<file path="src/rtl/awb_pkg.sv">
// Shared widths, gain constants and controller state encoding for the
// grey-world auto-white-balance gain path.
package awb_pkg;

  localparam int unsigned AWB_SUM_W  = 29;
  localparam int unsigned AWB_FRAC   = 8;
  localparam int unsigned AWB_GAIN_W = 10;

  localparam logic [AWB_GAIN_W-1:0] GAIN_UNITY = AWB_GAIN_W'(1 << AWB_FRAC);
  localparam logic [AWB_GAIN_W-1:0] GAIN_SAT   = '1;

  typedef enum logic [1:0] {
    ST_IDLE  = 2'd0,
    ST_DIV_R = 2'd1,
    ST_DIV_B = 2'd2,
    ST_DONE  = 2'd3
  } awb_state_e;

endpackage

</file>
<file path="src/rtl/awb_serial_div.sv">
// Fixed-latency restoring divider: one load/check cycle, Q_W iteration
// cycles, one result cycle. Zero divisor and overflow bypass the iterations.
module awb_serial_div
  import awb_pkg::*;
#(
  parameter int unsigned     DEN_W   = AWB_SUM_W,
  parameter int unsigned     SHIFT   = AWB_FRAC,
  parameter int unsigned     Q_W     = AWB_GAIN_W,
  parameter logic [Q_W-1:0]  Q_UNITY = GAIN_UNITY,
  parameter logic [Q_W-1:0]  Q_SAT   = GAIN_SAT
) (
  input  logic                   clk,
  input  logic                   rst,
  input  logic                   start,
  input  logic [DEN_W+SHIFT-1:0] numerator,
  input  logic [DEN_W-1:0]       denominator,
  output logic                   done,
  output logic [Q_W-1:0]         quotient
);

  localparam int unsigned CNT_W = $clog2(Q_W + 2);
  localparam int unsigned CMP_W = DEN_W + Q_W + 1;

  logic [CNT_W-1:0] cnt_q, cnt_d;
  logic [DEN_W-1:0] rem_q, rem_d;
  logic [DEN_W-1:0] den_q, den_d;
  logic [Q_W-1:0]   nlo_q, nlo_d;
  logic [Q_W-1:0]   quo_q, quo_d;
  logic             bypass_q, bypass_d;
  logic             done_q, done_d;
  logic [DEN_W:0]   trial_c;

  // Remainder starts as numerator >> Q_W, which is already below the divisor
  // once overflow is excluded, so exactly Q_W quotient bits remain.
  always_comb begin
    cnt_d    = cnt_q;
    rem_d    = rem_q;
    den_d    = den_q;
    nlo_d    = nlo_q;
    quo_d    = quo_q;
    bypass_d = bypass_q;
    done_d   = 1'b0;
    trial_c  = {rem_q, nlo_q[Q_W-1]};
    if (start) begin
      cnt_d    = CNT_W'(1);
      den_d    = denominator;
      nlo_d    = numerator[Q_W-1:0];
      rem_d    = DEN_W'(numerator >> Q_W);
      quo_d    = '0;
      bypass_d = 1'b0;
      if (denominator == '0) begin
        quo_d    = Q_UNITY;
        bypass_d = 1'b1;
      end else if (CMP_W'(numerator) >= (CMP_W'(denominator) << Q_W)) begin
        quo_d    = Q_SAT;
        bypass_d = 1'b1;
      end
    end else if (cnt_q != '0) begin
      cnt_d = cnt_q + CNT_W'(1);
      if ((cnt_q <= CNT_W'(Q_W)) && !bypass_q) begin
        nlo_d = nlo_q << 1;
        if (trial_c >= {1'b0, den_q}) begin
          rem_d = DEN_W'(trial_c - {1'b0, den_q});
          quo_d = {quo_q[Q_W-2:0], 1'b1};
        end else begin
          rem_d = DEN_W'(trial_c);
          quo_d = {quo_q[Q_W-2:0], 1'b0};
        end
      end
      if (cnt_q == CNT_W'(Q_W))     done_d = 1'b1;
      if (cnt_q == CNT_W'(Q_W + 1)) cnt_d  = '0;
    end
  end

  always_ff @(posedge clk) begin
    if (rst) begin
      cnt_q    <= '0;
      rem_q    <= '0;
      den_q    <= '0;
      nlo_q    <= '0;
      quo_q    <= '0;
      bypass_q <= 1'b0;
      done_q   <= 1'b0;
    end else begin
      cnt_q    <= cnt_d;
      rem_q    <= rem_d;
      den_q    <= den_d;
      nlo_q    <= nlo_d;
      quo_q    <= quo_d;
      bypass_q <= bypass_d;
      done_q   <= done_d;
    end
  end

  assign done     = done_q;
  assign quotient = quo_q;

endmodule

</file>
<file path="src/rtl/awb_gain_ctrl.sv">
// Grey-world AWB gain controller: computes G/R and G/B on a shared serial
// divider, shadows the results and commits them only at frame start.
module awb_gain_ctrl
  import awb_pkg::*;
#(
  parameter int unsigned SUM_W  = AWB_SUM_W,
  parameter int unsigned FRAC   = AWB_FRAC,
  parameter int unsigned GAIN_W = AWB_GAIN_W
) (
  input  logic              clk,
  input  logic              rst,
  input  logic              stats_valid,
  input  logic [SUM_W-1:0]  sum_r,
  input  logic [SUM_W-1:0]  sum_g,
  input  logic [SUM_W-1:0]  sum_b,
  input  logic              frame_start,
  input  logic              enable,
  output logic [GAIN_W-1:0] gain_r,
  output logic [GAIN_W-1:0] gain_g,
  output logic [GAIN_W-1:0] gain_b,
  output logic              gain_update,
  output logic              busy,
  output logic              overrun
);

  localparam int unsigned         NUM_W = SUM_W + FRAC;
  localparam logic [GAIN_W-1:0]   UNITY = GAIN_W'(1 << FRAC);
  localparam logic [GAIN_W-1:0]   SAT   = '1;

  awb_state_e        state_q, state_d;
  logic [SUM_W-1:0]  sum_r_q, sum_r_d, sum_g_q, sum_g_d, sum_b_q, sum_b_d;
  logic              div_start_q, div_start_d;
  logic [GAIN_W-1:0] quo_r_q, quo_r_d;
  logic [GAIN_W-1:0] pend_r_q, pend_r_d, pend_b_q, pend_b_d;
  logic              pend_valid_q, pend_valid_d;
  logic [GAIN_W-1:0] gain_r_q, gain_r_d, gain_b_q, gain_b_d;
  logic              gain_update_q, gain_update_d;
  logic              busy_q, busy_d;
  logic              overrun_q, overrun_d;
  logic [NUM_W-1:0]  div_num_c;
  logic [SUM_W-1:0]  div_den_c;
  logic              div_done;
  logic [GAIN_W-1:0] div_quot;

  assign div_num_c = NUM_W'(sum_g_q) << FRAC;
  assign div_den_c = (state_q == ST_DIV_B) ? sum_b_q : sum_r_q;

  awb_serial_div #(
    .DEN_W  (SUM_W),
    .SHIFT  (FRAC),
    .Q_W    (GAIN_W),
    .Q_UNITY(UNITY),
    .Q_SAT  (SAT)
  ) u_div (
    .clk        (clk),
    .rst        (rst),
    .start      (div_start_q),
    .numerator  (div_num_c),
    .denominator(div_den_c),
    .done       (div_done),
    .quotient   (div_quot)
  );

  // Sequencer, shadow registers and frame-start commit.
  always_comb begin
    state_d       = state_q;
    sum_r_d       = sum_r_q;
    sum_g_d       = sum_g_q;
    sum_b_d       = sum_b_q;
    div_start_d   = 1'b0;
    quo_r_d       = quo_r_q;
    pend_r_d      = pend_r_q;
    pend_b_d      = pend_b_q;
    pend_valid_d  = pend_valid_q;
    gain_r_d      = gain_r_q;
    gain_b_d      = gain_b_q;
    overrun_d     = overrun_q;

    unique case (state_q)
      ST_IDLE: begin
        if (stats_valid) begin
          sum_r_d     = sum_r;
          sum_g_d     = sum_g;
          sum_b_d     = sum_b;
          div_start_d = 1'b1;
          state_d     = ST_DIV_R;
        end
      end
      ST_DIV_R: begin
        if (div_done) begin
          quo_r_d     = div_quot;
          div_start_d = 1'b1;
          state_d     = ST_DIV_B;
        end
      end
      ST_DIV_B: begin
        if (div_done) state_d = ST_DONE;
      end
      ST_DONE:  state_d = ST_IDLE;
      default:  state_d = ST_IDLE;
    endcase

    if (stats_valid && (state_q != ST_IDLE)) overrun_d = 1'b1;

    if (frame_start) begin
      if (!enable) begin
        gain_r_d = UNITY;
        gain_b_d = UNITY;
      end else if (pend_valid_q) begin
        gain_r_d     = pend_r_q;
        gain_b_d     = pend_b_q;
        pend_valid_d = 1'b0;
      end
    end

    // Divider still holds the blue quotient while in DONE.
    if (state_q == ST_DONE) begin
      pend_r_d     = quo_r_q;
      pend_b_d     = div_quot;
      pend_valid_d = 1'b1;
    end

    busy_d        = (state_d != ST_IDLE);
    gain_update_d = (gain_r_d != gain_r_q) || (gain_b_d != gain_b_q);
  end

  always_ff @(posedge clk) begin
    if (rst) begin
      state_q       <= ST_IDLE;
      sum_r_q       <= '0;
      sum_g_q       <= '0;
      sum_b_q       <= '0;
      div_start_q   <= 1'b0;
      quo_r_q       <= '0;
      pend_r_q      <= UNITY;
      pend_b_q      <= UNITY;
      pend_valid_q  <= 1'b0;
      gain_r_q      <= UNITY;
      gain_b_q      <= UNITY;
      gain_update_q <= 1'b0;
      busy_q        <= 1'b0;
      overrun_q     <= 1'b0;
    end else begin
      state_q       <= state_d;
      sum_r_q       <= sum_r_d;
      sum_g_q       <= sum_g_d;
      sum_b_q       <= sum_b_d;
      div_start_q   <= div_start_d;
      quo_r_q       <= quo_r_d;
      pend_r_q      <= pend_r_d;
      pend_b_q      <= pend_b_d;
      pend_valid_q  <= pend_valid_d;
      gain_r_q      <= gain_r_d;
      gain_b_q      <= gain_b_d;
      gain_update_q <= gain_update_d;
      busy_q        <= busy_d;
      overrun_q     <= overrun_d;
    end
  end

  assign gain_r      = gain_r_q;
  assign gain_g      = UNITY;
  assign gain_b      = gain_b_q;
  assign gain_update = gain_update_q;
  assign busy        = busy_q;
  assign overrun     = overrun_q;

endmodule

</file>
<file path="config.mk">
export PLATFORM = sky130hd
export DESIGN_NAME = awb_gain_ctrl
export DESIGN_NICKNAME = d
export VERILOG_FILES = /design/src/rtl/awb_pkg.sv /design/src/rtl/awb_serial_div.sv /design/src/rtl/awb_gain_ctrl.sv
export SDC_FILE = /design/constraint.sdc
export NUM_CORES = 1
export LEC_CHECK = 0
export ABC_AREA = 0
export CAP_MARGIN = 20
export CORE_ASPECT_RATIO = 0.6
export CORE_MARGIN = 8
export CORE_UTILIZATION = 35
export CTS_BUF_LIST = sky130_fd_sc_hd__clkbuf_16
export DETAILED_ROUTE_END_ITERATION = 8
export GPL_TIMING_DRIVEN = 0
export PLACE_DENSITY = 0.57
export SYNTH_ARGS = -nofsm -noshare
export SYNTH_HDL_FRONTEND = slang
export SYNTH_SLANG_ARGS = --single-unit
</file>
<file path="constraint.sdc">
create_clock -name clk -period 6.5 [get_ports clk]
set_input_delay 0.975 -clock clk [delete_from_list [all_inputs] [get_ports clk]]
set_output_delay 0.975 -clock clk [all_outputs]
set_load 0.05 [all_outputs]
</file>
### Word level (Yosys, flattened, before mapping)

Index checks and enable logic that the tools add are counted.

* multiplexer cells: 36
* $add $sub $neg: 2
* reductions and logical operators: 20
* bitwise operators: 1
* order comparisons: 3
* equal/unequal tests: 7

Operators by type and width (number)
* two-way mux 10 bit: 14
* two-way mux 27 bit: 3
* two-way mux 29 bit: 2
* >= comparator 37 x 39 -> 1 bit: 1
* >= comparator 30 x 29 -> 1 bit: 1
* zero test 29 bit: 1
* subtractor 29 bit: 1
* != test 10 bit: 2
* nonzero test 2 bit: 6
* two-way mux 1 bit: 11
* AND reduction 2 bit: 5
* equality test 4 bit (second input constant): 2
* one-hot mux 2 bit (4 select lines): 1
* two-way mux 2 bit: 3
* adder 4 x 1 -> 4 bit (second input constant): 1
* equality test 2 bit (second input constant): 2
* <= comparator 4 bit (second input constant): 1
* two-way mux 4 bit: 1
* nonzero test 4 bit: 1
* OR reduction 3 bit: 1
* equality test 2 x 1 -> 1 bit (second input constant): 1
* logical AND 1 bit: 2
* zero test 2 bit: 1
* one-hot mux 1 bit (2 select lines): 1
* other kinds (4): 4

* register bits after elaboration: 220
* logic and storage cells: 92
* input port bits: 92
* output and inout bits: 33

### Longest topological paths before layout

Gate-level depths: netlist (run 1).

* depth in word-level cells: 6
* mapped depth: 15
* depth with buffers taken out: 12

### Hierarchy

A second synthesis (run 1) with hierarchy kept.

* cell total of the unflattened synthesis: 1531
* area total of the unflattened synthesis: 11980.2 um2

By module, submodules not included
* awb_serial_div: area each 6238.5 um2, cells each 813, times used 1, sequential area each 1681.6 um2
* awb_gain_ctrl: area each 5741.8 um2, cells each 718, times used 1, sequential area each 2882.8 um2

### Worst setup path before layout (run 1)

Ideal clock, no wire load.

* kind: reg-to-reg
* start point: reg state_q[1]
* end point: reg u_div.quo_q[0], in the netlist u_div.quotient[0]
* path buffers: 4
* arrival: 3309 ps
* library setup time: 128 ps
* setup slack: 3063 ps
* period minus slack after synthesis: 3437 ps
* stages on the path, launching flop included: 16
* data required time: 6372 ps
* path through: dfxtp_1 > clkbuf_1 > nand2b_1 > clkbuf_1 > buf_2 > buf_2 > mux2i_1 > ha_1 > a21o_1 > a21o_1 > a21oi_1 > o21ai_0 > a2111oi_0 > a21oi_1 > nand4b_1 > nand2_1

* cells in the longest elaborated chain, start to end: 6
* elaborated cells between the ends (all ways): 7
* classes of those cells: order compare (1); eq/ne (1); mux (4); reduce/logical (1)

Ends and longest elaborated chain
* from (decl): line awb_gain_ctrl.sv:30 `awb_state_e state_q, state_d;`
* from (signal assigned): line awb_gain_ctrl.sv:144 `state_q <= state_d;`
* equality test 2 bit (*): line awb_gain_ctrl.sv:46 `assign div_den_c = (state_q == ST_DIV_B) ? sum_b_q : sum_r_q;`
* two-way mux 29 bit (*): line awb_gain_ctrl.sv:46
* >= comparator 37 x 39 -> 1 bit: line awb_serial_div.sv:54 `end else if (CMP_W'(numerator) >= (CMP_W'(denominator) << Q_W)) begin`
* two-way mux 10 bit: line awb_serial_div.sv:54
* two-way mux 10 bit (*): line awb_serial_div.sv:51 `if (denominator == '0) begin`
* two-way mux 10 bit (*): line awb_serial_div.sv:44 `if (start) begin`
* to (signal assigned): line awb_serial_div.sv:89 `quo_q <= quo_d;`
* to (decl): line awb_serial_div.sv:28 `logic [Q_W-1:0] quo_q, quo_d;`

Mark *: on every way between the ends. The rest lies on a longest branch, timed or not.
A chain may end at the register's enable or synchronous reset.

### Worst setup path in the final report (run 1)

* start point: reg state_q[1]
* end point: reg u_div.quo_q[2], in the netlist u_div.quotient[2]

Same word-level chain as after synthesis.

==> results of run 1 <==
logic make-up (layout without fill, tap and decap cells):
kind of cell / count (synthesis) / count (layout) / synth area share (%)
AOI/OAI and AO/OA: 432 / 432 / 23.6
xor gates and xnor gates: 20 / 20 / 1.50
adders and majority gates: 60 / 60 / 6.51
buffers and inverters: 180 / 335 / 6.37
DFF: 220 / 220 / 37.8
muxes: 38 / 38 / 3.29
other: 2 / 11 / 0.0644
and+or+nand+nor: 563 / 563 / 20.9
final cells by class:
cell class | instances | area [sq um] | area share (%)
multi-input cells | 1123 | 6540 | 46.3
clock buffers | 24 | 601 | 4.25
clock inverters | 19 | 148 | 1.05
inverters | 70 | 263 | 1.86
well taps | 450 | 563 | 3.99
flip-flops and latches | 220 | 4400 | 31.2
plain buffers | 110 | 479 | 3.39
repair buffers | 112 | 1120 | 7.94
diodes | 1 | 2.50 | 0.0177
per-layer routing:
metal  global-route usage (%)  vias up  part of all wire, %
met1                     34.9     5483                   52
met4                     2.82        0                  1.1
met3                     4.79       33                   11
met2                     27.4      496                   36
met5                        0        -                    0
li1                         -     5585                    -
per-stage QoR:
stage               total power [mW]  worst slack (ns)  util, %  instance area (sq um)
finish                          5.38              1.93     43.3                  14100
global route                    5.67              1.73     43.3                  14100
CTS                             5.30              1.98     43.3                  14100
detailed placement              3.97              2.07     41.0                  13400
global placement                3.96              2.21     41.0                  13400
floorplan                       3.28              3.06        -                  11700
cell usage in the layout (no fill, tap or decap), types with 7 or more instances in the layout:
cell             netlist  final
nor4_1                18     18
nand4_1               13     13
buf_4                 11     11
inv_1                 70     76
nor2b_1                9      9
ha_1                  59     59
a211o_1                7      7
clkbuf_1              79     79
nand2_1              312    312
nor3_1                14     14
a31oi_1               10     10
a2bb2oi_1             18     18
nand3_1               43     43
a211oi_1              35     35
clkdlybuf4s50_1        0    112
nor2_1               113    113
o22ai_1               21     21
conb_1                 2     10
o21ai_0               62     62
dfxtp_1              220    220
a21oi_1              170    170
clkbuf_16              0     24
xnor2_1               15     15
o211ai_1              16     16
mux2i_1               36     36
o21a_1                 7      7
a21o_1                28     28
buf_2                 14     14
worst max-delay path by stage:
| stage | slack, ns | end | from |
|---|---|---|---|
| 4_1_cts | 1.98 | u_div.quotient[0] | state_q[1] |
| 6_report | 1.93 | u_div.quotient[2] | state_q[1] |
| 3_3_place_gp | 2.21 | u_div.quotient[0] | state_q[1] |
| 5_1_grt | 1.73 | u_div.quotient[6] | state_q[1] |
| 3_5_place_dp | 2.07 | u_div.quotient[9] | state_q[1] |
| 2_1_floorplan | 3.06 | u_div.quotient[0] | state_q[1] |
power by group:
group          switching, mW  internal, mW
clock network          0.581         0.751
registers              0.134          1.47
logic                   1.50         0.933
total                   2.22          3.16
registers in the layout (all words and copies together) (netlist names), 2 cells and up:
| name | count |
|---|---|
| sum_r_q | 29 |
| u_div.den_q | 29 |
| quo_r_q | 10 |
| pend_r_q | 10 |
| sum_b_q | 29 |
| u_div.quotient | 10 |
| u_div.rem_q | 29 |
| sum_g_q | 29 |
| pend_b_q | 10 |
| gain_b | 10 |
| u_div.nlo_q | 2 |
| u_div.cnt_q | 4 |
| state_q | 2 |
| gain_r | 10 |
tightest hold or removal path: cells and delay by family (launching register included):
family | cells | cell delay, ns
and+or+nand+nor | 1 | 0.05
DFF | 1 | 0.31
AOI/OAI and AO/OA | 1 | 0.05
==> results.md, run 1 <==
* Run status: completed
* Post-layout instance count excluding filler cells at 2,129
* Critical hold path startpoint: quo_r_q[1]
* CP endpoint kind: register
* Pwr/cell area at 381 nW/um^2
* Via count at 11,597
* DR vias/cell at 5.45
* Max cap viols at 0
* Clk pin slew, worst setup/hold paths at 0.07 ns
* Critical-path top delay cell: a2111oi_0
* Top FF cell, synth: dfxtp_1
* Fin. max-slew vios at 0
* Post-synth top cells: nand2_1 (312), dfxtp_1 (220), a21oi_1 (170)
* DRT Wirelength at 43.4 mm
* Synth top area cells: dfxtp_1 (38%), nand2_1 (10%), a21oi_1 (7.3%)
* Number of I/O port buffers at 112
* Fill count at 3,349
* Post-synth EDFFs at 0
* Syn Std Cell Area at 11,700 sq um
* Critical path required time at 6.89 ns
* Die width at 252 microns
* Core Region at 32,600 sq um
* Max transition margin at 42.8%
* Worst-skew pair later-pin latency at 0.53 ns
* Library cells used by synthesis at 75
* Layout Nets at 1,813
* Initial core utilization at 35.7%
* Post-layout min period at 4.57 ns
* Final HPWL DP at 34.3 mm
* Flop2flop setup slack at 1.93 ns
* # resized after CTS at 0
* CTS Root Cell: clkbuf_16
* Seq/Total Area, Yosys at 37.8%
* First-pass DRT Iterations at 5
* Achievable frequency at 219 MHz
* Count leader, synth: nand2_1
* Global-route wire length before repair at 66.2 mm
* Startpoint types: register
* Hold Path Depth at 2
* Area leader, netlist: dfxtp_1
* Share of flip-flops with an asynchronous set or reset at 0%
* Critical path arrival at 4.96 ns
* Avg Cell Area, Syn at 7.69 sq um
* Initial DRC count at 1,376
* Dpl cells at 2,085
* Crit path max fanout at 10
* Final Skew at 0.0190 ns
* DRC errors left at 0
* Synth Register Bits at 220
* RR Endpoint: u_div.quotient[2]
* Worst hold slack at 0.447 ns
* Synth top area share at 37.8%
* Clk buf depth at 3
* Slew @ Worst Pin at 0.859 ns
* Wire length per cell at 20.4 microns
* Routed Antenna Nets at 0
* Worst Hold Path EP: pend_r_q[1]
* Unrepaired setup endpoints after global routing: no
* Fin Setup TNS at 0 ns
* Lkg Pwr at 5.62 nW
* Htree depth at 1
* Delay of the slowest cell on the worst path at 0.65 ns
* Crit path buffers/inverters at 4
* Clk sinks at 220
* Grt total ovfl at 0
* Placement row count at 51
* # setup viols final at 0
* Gpl congestion at 0.941
* Post-CTS setup buffer count at 0
* Top Ports at 125
* VDD IR-drop max at 0.268 mV
* Cell chain of the critical path: clkbuf_1, nand2b_1, clkbuf_1, buf_2, buf_2, mux2i_1, ha_1, a21o_1, a21o_1, a21oi_1, o21ai_0, a2111oi_0, a21oi_1, nand4b_1, nand2_1
* Final period util at 70.3%
* Worst path top cell family by delay: compound AO/OA/AOI/OAI gates
* R2r startpoint: state_q[1]
* Die area at 39,600 sq um
* Depth of the worst register-to-register path at 15
* Largest net degree at the start of global routing at 14
* Syn-to-layout area delta at 21.1%
* Die Ht at 157 microns
* Vias in the first global route at 10,920
* Syn Inst Count at 1,515
* CTS tree: yes
* Initial antenna violation count at 1
* Hold_buf cts at 0
* Levels on crit path at 15
* Fraction of layout cells with a size suffix above 1 at 4.71%
* Final Hold Viols at 0
* YS warnings at 0
* Number of buffers created by CTS at 24
* Tightest Hold Check Type: register to register
* Setup CP Type: register to register
* Total GRT Usage at 21.3%
(Power assumes the default switching activity.)
==> inputs of run 2 (changes only) <==
--- a/config.mk
+++ b/config.mk
@@ -13,7 +13,7 @@
 export CTS_BUF_LIST = sky130_fd_sc_hd__clkbuf_16
 export DETAILED_ROUTE_END_ITERATION = 8
 export GPL_TIMING_DRIVEN = 0
-export PLACE_DENSITY = 0.57
+export PLACE_DENSITY = 0.59
 export SYNTH_ARGS = -nofsm -noshare
 export SYNTH_HDL_FRONTEND = slang
 export SYNTH_SLANG_ARGS = --single-unit
==> constraint.sdc (replaced) <==
create_clock -name clk -period 4.2 [get_ports clk]
set_input_delay 0.63 -clock clk [delete_from_list [all_inputs] [get_ports clk]]
set_output_delay 0.63 -clock clk [all_outputs]
set_load 0.05 [all_outputs]
==> run 2 against run 1 <==
Compared with the run above: final cell count barely moved; via count rose by 1.5%; sequential share of layout area rose by 0.11 points; die area did not move; worst hold slack improved by 0.0083 ns; final area fell by 0.36%; first-iteration DRC count fell by 11%; register-to-register slack got worse by 1.7 ns; clock skew rose by 0.0038 ns; sequential power rose by 55%.
==> results.md, run 2 (same netlist as run 1, synthesis figures left out) <==
* Run status: completed (unchanged)
* CTS Root Cell: clkbuf_16 (unchanged)
* Worst path top cell family by delay: compound AO/OA/AOI/OAI gates (unchanged)
* Layout Nets at 1,812 (was 1,813)
* Number of I/O port buffers at 112 (unchanged)
* Routed Antenna Nets at 0 (unchanged)
* Achievable frequency at 255 MHz (was 219 MHz)
* Worst-skew pair later-pin latency at 0.53 ns (about the same)
* Antenna diode count at 0 (was 1)
* DRC errors left at 0 (unchanged)
* Die Ht at 157 microns (unchanged)
* Unrepaired setup endpoints after global routing: no (unchanged)
* Final Util at 43.1% (was 43.3%)
* Final HPWL DP at 34.3 mm (about the same)
* Grt total ovfl at 0 (unchanged)
* Clk buf depth at 3 (unchanged)
* DR vias/cell at 5.53 (was 5.45)
* Top Ports at 125 (unchanged)
* Htree depth at 1 (unchanged)
* Placement row count at 51 (unchanged)
* Cell chain of the critical path: clkbuf_1, nand2b_2, buf_2, buf_4, mux2i_1, ha_1, a21o_1, a21o_1, a21oi_1, o21ai_0, a2111oi_1, o2bb2ai_1, a211o_1, o21ai_0 (was clkbuf_1, nand2b_1, clkbuf_1, buf_2, buf_2, mux2i_1, ha_1, a21o_1, a21o_1, a21oi_1, o21ai_0, a2111oi_0, a21oi_1, nand4b_1, nand2_1)
* Most common cell after layout, fill and taps aside: nand2_1 (unchanged)
* Critical path arrival at 4.32 ns (was 4.96 ns)
* Via count at 11,769 (was 11,597)
* R2r startpoint: state_q[1] (unchanged)
* Post-layout min period at 3.93 ns (was 4.57 ns)
* CP endpoint kind: register (unchanged)
* Die area at 39,600 sq um (unchanged)
* Tightest Hold Check Type: register to register (unchanged)
* Fraction of layout cells with a size suffix above 1 at 4.65% (was 4.71%)
* Slew @ Worst Pin at 0.848 ns (was 0.859 ns)
* Total power at 8.14 mW (was 5.38 mW)
* Number of buffers created by CTS at 23 (was 24)
* Crit path buffers/inverters at 3 (was 4)
* Initial antenna violation count at 0 (was 1)
* Gpl congestion at 0.951 (was 0.941)
* VDD IR-drop max at 0.317 mV (was 0.268 mV)
* Max transition margin at 43.5% (was 42.8%)
* Wire length per cell at 20.3 microns (was 20.4 microns)
* Total GRT Usage at 21.3% (about the same)
* Die width at 252 microns (unchanged)
* Hold_buf cts at 0 (unchanged)
* Global-route wire length before repair at 66.2 mm (about the same)
* Core Region at 32,600 sq um (unchanged)
* Setup CP Type: register to register (unchanged)
* Syn-to-layout area delta at 20.7% (was 21.1%)
* Final Hold Viols at 0 (unchanged)
* Clk sinks at 220 (unchanged)
* Critical hold path startpoint: overrun (was quo_r_q[1])
* Initial DRC count at 1,226 (was 1,376)
* Startpoint types: register (unchanged)
* Final Skew at 0.0228 ns (was 0.0190 ns)
* Pwr/cell area at 579 nW/um^2 (was 381 nW/um^2)
* CP startpoint: state_q[1] (unchanged)
* DRT Wirelength at 43.2 mm (was 43.4 mm)
* Vias in the first global route at 11,001 (was 10,920)
* Fin. max-slew vios at 0 (unchanged)
* Max cap viols at 0 (unchanged)
* Critical path required time at 4.59 ns (was 6.89 ns)
* Largest net degree at the start of global routing at 14 (unchanged)
* CTS tree: yes (unchanged)
* Critical-path top delay cell: a2111oi_1 (was a2111oi_0)
* Delay of the slowest cell on the worst path at 0.51 ns (was 0.65 ns)
* Commonest cells after routing, fill and taps aside: nand2_1 (312), dfxtp_1 (220), a21oi_1 (170) (unchanged)
* Final period util at 93.5% (was 70.3%)
* # setup viols final at 0 (unchanged)
* Initial core utilization at 35.7% (unchanged)
* Lkg Pwr at 5.59 nW (was 5.62 nW)
* Clk pin slew, worst setup/hold paths at 0.07 ns (about the same)
* Crit path max fanout at 11 (was 10)
* First-pass DRT Iterations at 5 (unchanged)
[run 2: path summary, 6_finish.rpt]
check	cells after the start	endpoint	slack, ns
max	14	u_div.quotient[8]	0.27
min	2	overrun	0.45
max reg2reg	14	u_div.quotient[8]	0.27
min reg2reg	2	overrun	0.45
[run 2: area by class of cell]
| class | count | area (sq um) |
|---|---|---|
| repair buffers | 113 | 1140 |
| fillers | 3287 | 18500 |
| flip-flops and latches | 220 | 4400 |
| plain buffers | 109 | 478 |
| clock buffers | 23 | 576 |
| inverters | 70 | 263 |
| clock inverters | 19 | 101 |
| multi-input cells | 1123 | 6540 |
| well taps | 450 | 563 |
[run 2: power breakdown]
group	internal, mW	total [mW]	switching [mW]	leakage [nW]
Combinational	1.45	3.78	2.33	3.44
Sequential	2.28	2.49	0.205	1.80
Clock	1.00	1.88	0.876	0.358
[run 2: worst register-to-register path, stage by stage (launching register included)]
cell	delay, ns
dfxtp_1	0.30
clkbuf_1	0.18
nand2b_2	0.25
buf_2	0.34
buf_4	0.29
mux2i_1	0.42
ha_1	0.32
a21o_1	0.16
a21o_1	0.17
a21oi_1	0.19
o21ai_0	0.13
a2111oi_1	0.51
o2bb2ai_1	0.18
a211o_1	0.24
o21ai_0	0.10
[run 2: stage by stage]
stage / instances / TNS (ns) / hold WS, ns / setup WS [ns] / area (sq um)
3_5_place_dp: 2085 / -1.76 / 0.443 / -0.206 / 13400
5_1_grt: 2127 / 0 / 0.471 / 0.0538 / 14100
4_1_cts: 2127 / 0 / 0.452 / 0.160 / 14100
3_3_place_gp: 2085 / -1.43 / 0.442 / -0.155 / 13400
6_report: 2127 / 0 / 0.455 / 0.275 / 14100
2_1_floorplan: 1523 / 0 / 0.432 / 0.763 / 11700
[run 2: timing repair]
action / 4_1_cts / 5_1_grt
resized for setup: 1 / 2
buffers inserted: 1 / 0
endpoints found under the hold margin: 0 / 0
setup endpoints to repair: 11 / 11
[run 2: metal layers]
layer / global-route usage [%] / routed length (microns) / up-vias
met3: 4.96 / 4500 / 38
li1: - / - / 5584
met1: 34.3 / 22500 / 5649
met2: 27.7 / 15700 / 498
met4: 2.96 / 523 / 0
met5: 0 / 0 / -
==> inputs of run 3 (changes only) <==
--- a/config.mk
+++ b/config.mk
@@ -9,11 +9,12 @@
 export CAP_MARGIN = 20
 export CORE_ASPECT_RATIO = 0.6
 export CORE_MARGIN = 8
-export CORE_UTILIZATION = 35
+export CORE_UTILIZATION = 52
 export CTS_BUF_LIST = sky130_fd_sc_hd__clkbuf_16
 export DETAILED_ROUTE_END_ITERATION = 8
 export GPL_TIMING_DRIVEN = 0
-export PLACE_DENSITY = 0.59
+export PLACE_DENSITY = 0.8
+export SLEW_MARGIN = 20
 export SYNTH_ARGS = -nofsm -noshare
 export SYNTH_HDL_FRONTEND = slang
 export SYNTH_SLANG_ARGS = --single-unit
==> run 3 against run 2 <==
Compared with the run above: critical path depth unchanged; fmax shrank 2.1%; core utilization rose by 20 points; sequential share of layout area is 0.53 points higher; largest cell class unchanged; register-to-register slack worse by 0.08 ns; final area shrank 1.7%; sequential power about the same; critical endpoint is now u_div.quotient[5]; via count rose by 0.84%; total power shrank 1.6%.
==> results.md, run 3 (same netlist as run 1, synthesis figures left out) <==
* Run status: completed (unchanged)
* Clk buf depth at 3 (unchanged)
* GRT met3 Usage at 10.7% (was 4.96%)
* Routed Antenna Nets at 0 (unchanged)
* Crit path max fanout at 11 (unchanged)
* Fin Setup TNS at 0 ns (unchanged)
* CTS Root Cell: clkbuf_16 (unchanged)
* Clk sinks at 220 (unchanged)
* Die area at 27,600 sq um (was 39,600 sq um)
* Commonest cells after routing, fill and taps aside: nand2_1 (312), dfxtp_1 (220), a21oi_1 (170) (unchanged)
* Clk pin slew, worst setup/hold paths at 0.07 ns (about the same)
* Initial DRC count at 1,534 (was 1,226)
* Achievable frequency at 249 MHz (was 255 MHz)
* VDD IR-drop max at 0.405 mV (was 0.317 mV)
* Placement row count at 42 (was 51)
* Crit path buffers/inverters at 3 (unchanged)
* Met2 GRT Util at 35.1% (was 27.7%)
* Critical path arrival at 4.40 ns (was 4.32 ns)
* Total GRT Usage at 28.2% (was 21.3%)
* CP endpoint kind: register (unchanged)
* Fin. max-slew vios at 0 (unchanged)
* Flop2flop setup slack at 0.19 ns (was 0.27 ns)
* Fraction of layout cells with a size suffix above 1 at 4.66% (was 4.65%)
* Wire length per cell at 20.8 microns (was 20.3 microns)
* Core Region at 22,000 sq um (was 32,600 sq um)
* Final Hold Viols at 0 (unchanged)
* CTS tree: yes (unchanged)
* Number of buffers created by CTS at 22 (was 23)
* Cell chain of the critical path: nand2b_2, buf_2, buf_4, mux2i_1, ha_1, a21o_1, a21o_1, a21oi_1, o21ai_0, a2111oi_1, a21oi_1, nand4b_1, buf_12, nand2_1 (was clkbuf_1, nand2b_2, buf_2, buf_4, mux2i_1, ha_1, a21o_1, a21o_1, a21oi_1, o21ai_0, a2111oi_1, o2bb2ai_1, a211o_1, o21ai_0)
* Gpl congestion at 0.975 (was 0.951)
* Worst-skew pair later-pin latency at 0.51 ns (was 0.53 ns)
* DRT Wirelength at 40.7 mm (was 43.2 mm)
* Delay of the slowest cell on the worst path at 0.53 ns (was 0.51 ns)
* Final HPWL DP at 32.0 mm (was 34.3 mm)
* Die Ht at 132 microns (was 157 microns)
* Total power at 8.02 mW (was 8.14 mW)
* Final Skew at 0.0100 ns (was 0.0228 ns)
* Startpoint types: register (unchanged)
* Final period util at 95.5% (was 93.5%)
* Critical path required time at 4.59 ns (about the same)
* First-pass DRT Iterations at 7 (was 5)
* Largest net degree at the start of global routing at 15 (was 14)
* Max transition margin at 47.2% (was 43.5%)
* Lkg Pwr at 5.58 nW (was 5.59 nW)
* Met1 Usage GRT at 43.5% (was 34.3%)
* DR vias/cell at 6.06 (was 5.53)
* # setup viols final at 0 (unchanged)
* Grt total ovfl at 0 (unchanged)
* Top Ports at 125 (unchanged)
* Dpl cells at 1,921 (was 2,085)
* Worst slack, placed at -0.110 ns (was -0.206 ns)
* Max cap viols at 0 (unchanged)
* Tightest Hold Check Type: register to register (unchanged)
* Global-route wire length before repair at 62.4 mm (was 66.2 mm)
* Initial core utilization at 52.9% (was 35.7%)
* Via count at 11,868 (was 11,769)
* Setup CP Type: register to register (unchanged)
* Layout Nets at 1,811 (was 1,812)
* Number of I/O port buffers at 112 (unchanged)
* Pwr/cell area at 579 nW/um^2 (about the same)
* Antenna diode count at 0 (unchanged)
* Die width at 209 microns (was 252 microns)
* Vias in the first global route at 10,818 (was 11,001)
* Worst path top cell family by delay: compound AO/OA/AOI/OAI gates (unchanged)
* Post-layout min period at 4.01 ns (was 3.93 ns)
* Most common cell after layout, fill and taps aside: nand2_1 (unchanged)
* DRC errors left at 0 (unchanged)
* Initial antenna violation count at 0 (unchanged)
* Syn-to-layout area delta at 18.7% (was 20.7%)
* Slew @ Worst Pin at 0.792 ns (was 0.848 ns)
* Most used routing layer: met1 (unchanged)
* Critical-path top delay cell: a2111oi_1 (unchanged)
* Worst setup margin at 0.191 ns (was 0.275 ns)
* Htree depth at 1 (unchanged)
* Hold_buf cts at 0 (unchanged)
* Post-layout instance count excluding filler cells at 1,959 (was 2,127)
[run 3: cell types whose count changed in the layout (fill, tap and decap cells not counted)]
cell	delta
clkinv_1	-3
clkinv_2	+2
clkinv_4	-1
clkinvlp_4	-1
inv_1	-1
inv_16	-1
inv_8	+1
[run 3: area by class of cell]
type	count	area, sq um
repair buffers	113	1140
clock inverters	15	71.3
inverters	70	263
multi-input cells	1123	6540
clock buffers	23	576
plain buffers	109	478
flip-flops and latches	220	4400
well taps	286	358
fillers	1910	8190
[run 3: final timing paths]
kind | from | to | depth (start not counted)
worst max-delay path | state_q[0] | u_div.quotient[5] | 14
worst min-delay path | quo_r_q[1] | pend_r_q[1] | 2
worst max register to register | state_q[0] | u_div.quotient[5] | 14
worst min register to register | quo_r_q[1] | pend_r_q[1] | 2
[run 3: power by group]
| group | leakage, nW | switching, mW | internal, mW |
|---|---|---|---|
| Sequential | 1.80 | 0.206 | 2.28 |
| Clock | 0.348 | 0.836 | 0.991 |
| Combinational | 3.44 | 2.26 | 1.44 |
| Total | 5.58 | 3.30 | 4.72 |
[run 3: timing repair]
action | CTS | global route
pin swaps | 0 | 0
endpoints found under the setup margin | 11 | 11
resized for setup | 1 | 2
setup buffers | 0 | 1
cloned | 0 | 0
[run 3: worst reg2reg max path: stages (launching register included)]
cell	delay, ns
dfxtp_1	0.44
nand2b_2	0.32
buf_2	0.35
buf_4	0.30
mux2i_1	0.41
ha_1	0.32
a21o_1	0.17
a21o_1	0.18
a21oi_1	0.20
o21ai_0	0.14
a2111oi_1	0.53
a21oi_1	0.14
nand4b_1	0.19
buf_12	0.15
nand2_1	0.06
[run 3: per-stage QoR]
step,cell area (sq um),utilization (%),hold slack [ns]
3_5_place_dp,13200,59.8,0.443
5_1_grt,13800,62.8,0.464
2_1_floorplan,11700,-,0.432
3_3_place_gp,13200,59.8,0.442
6_report,13800,62.8,0.454
4_1_cts,13800,62.7,0.453
[run 3: routing by layer]
layer | part of all wire, % | up-vias
met2 | 36 | 707
met4 | 1.9 | 0
met1 | 47 | 5520
met3 | 15 | 58
li1 | - | 5583
met5 | 0 | -
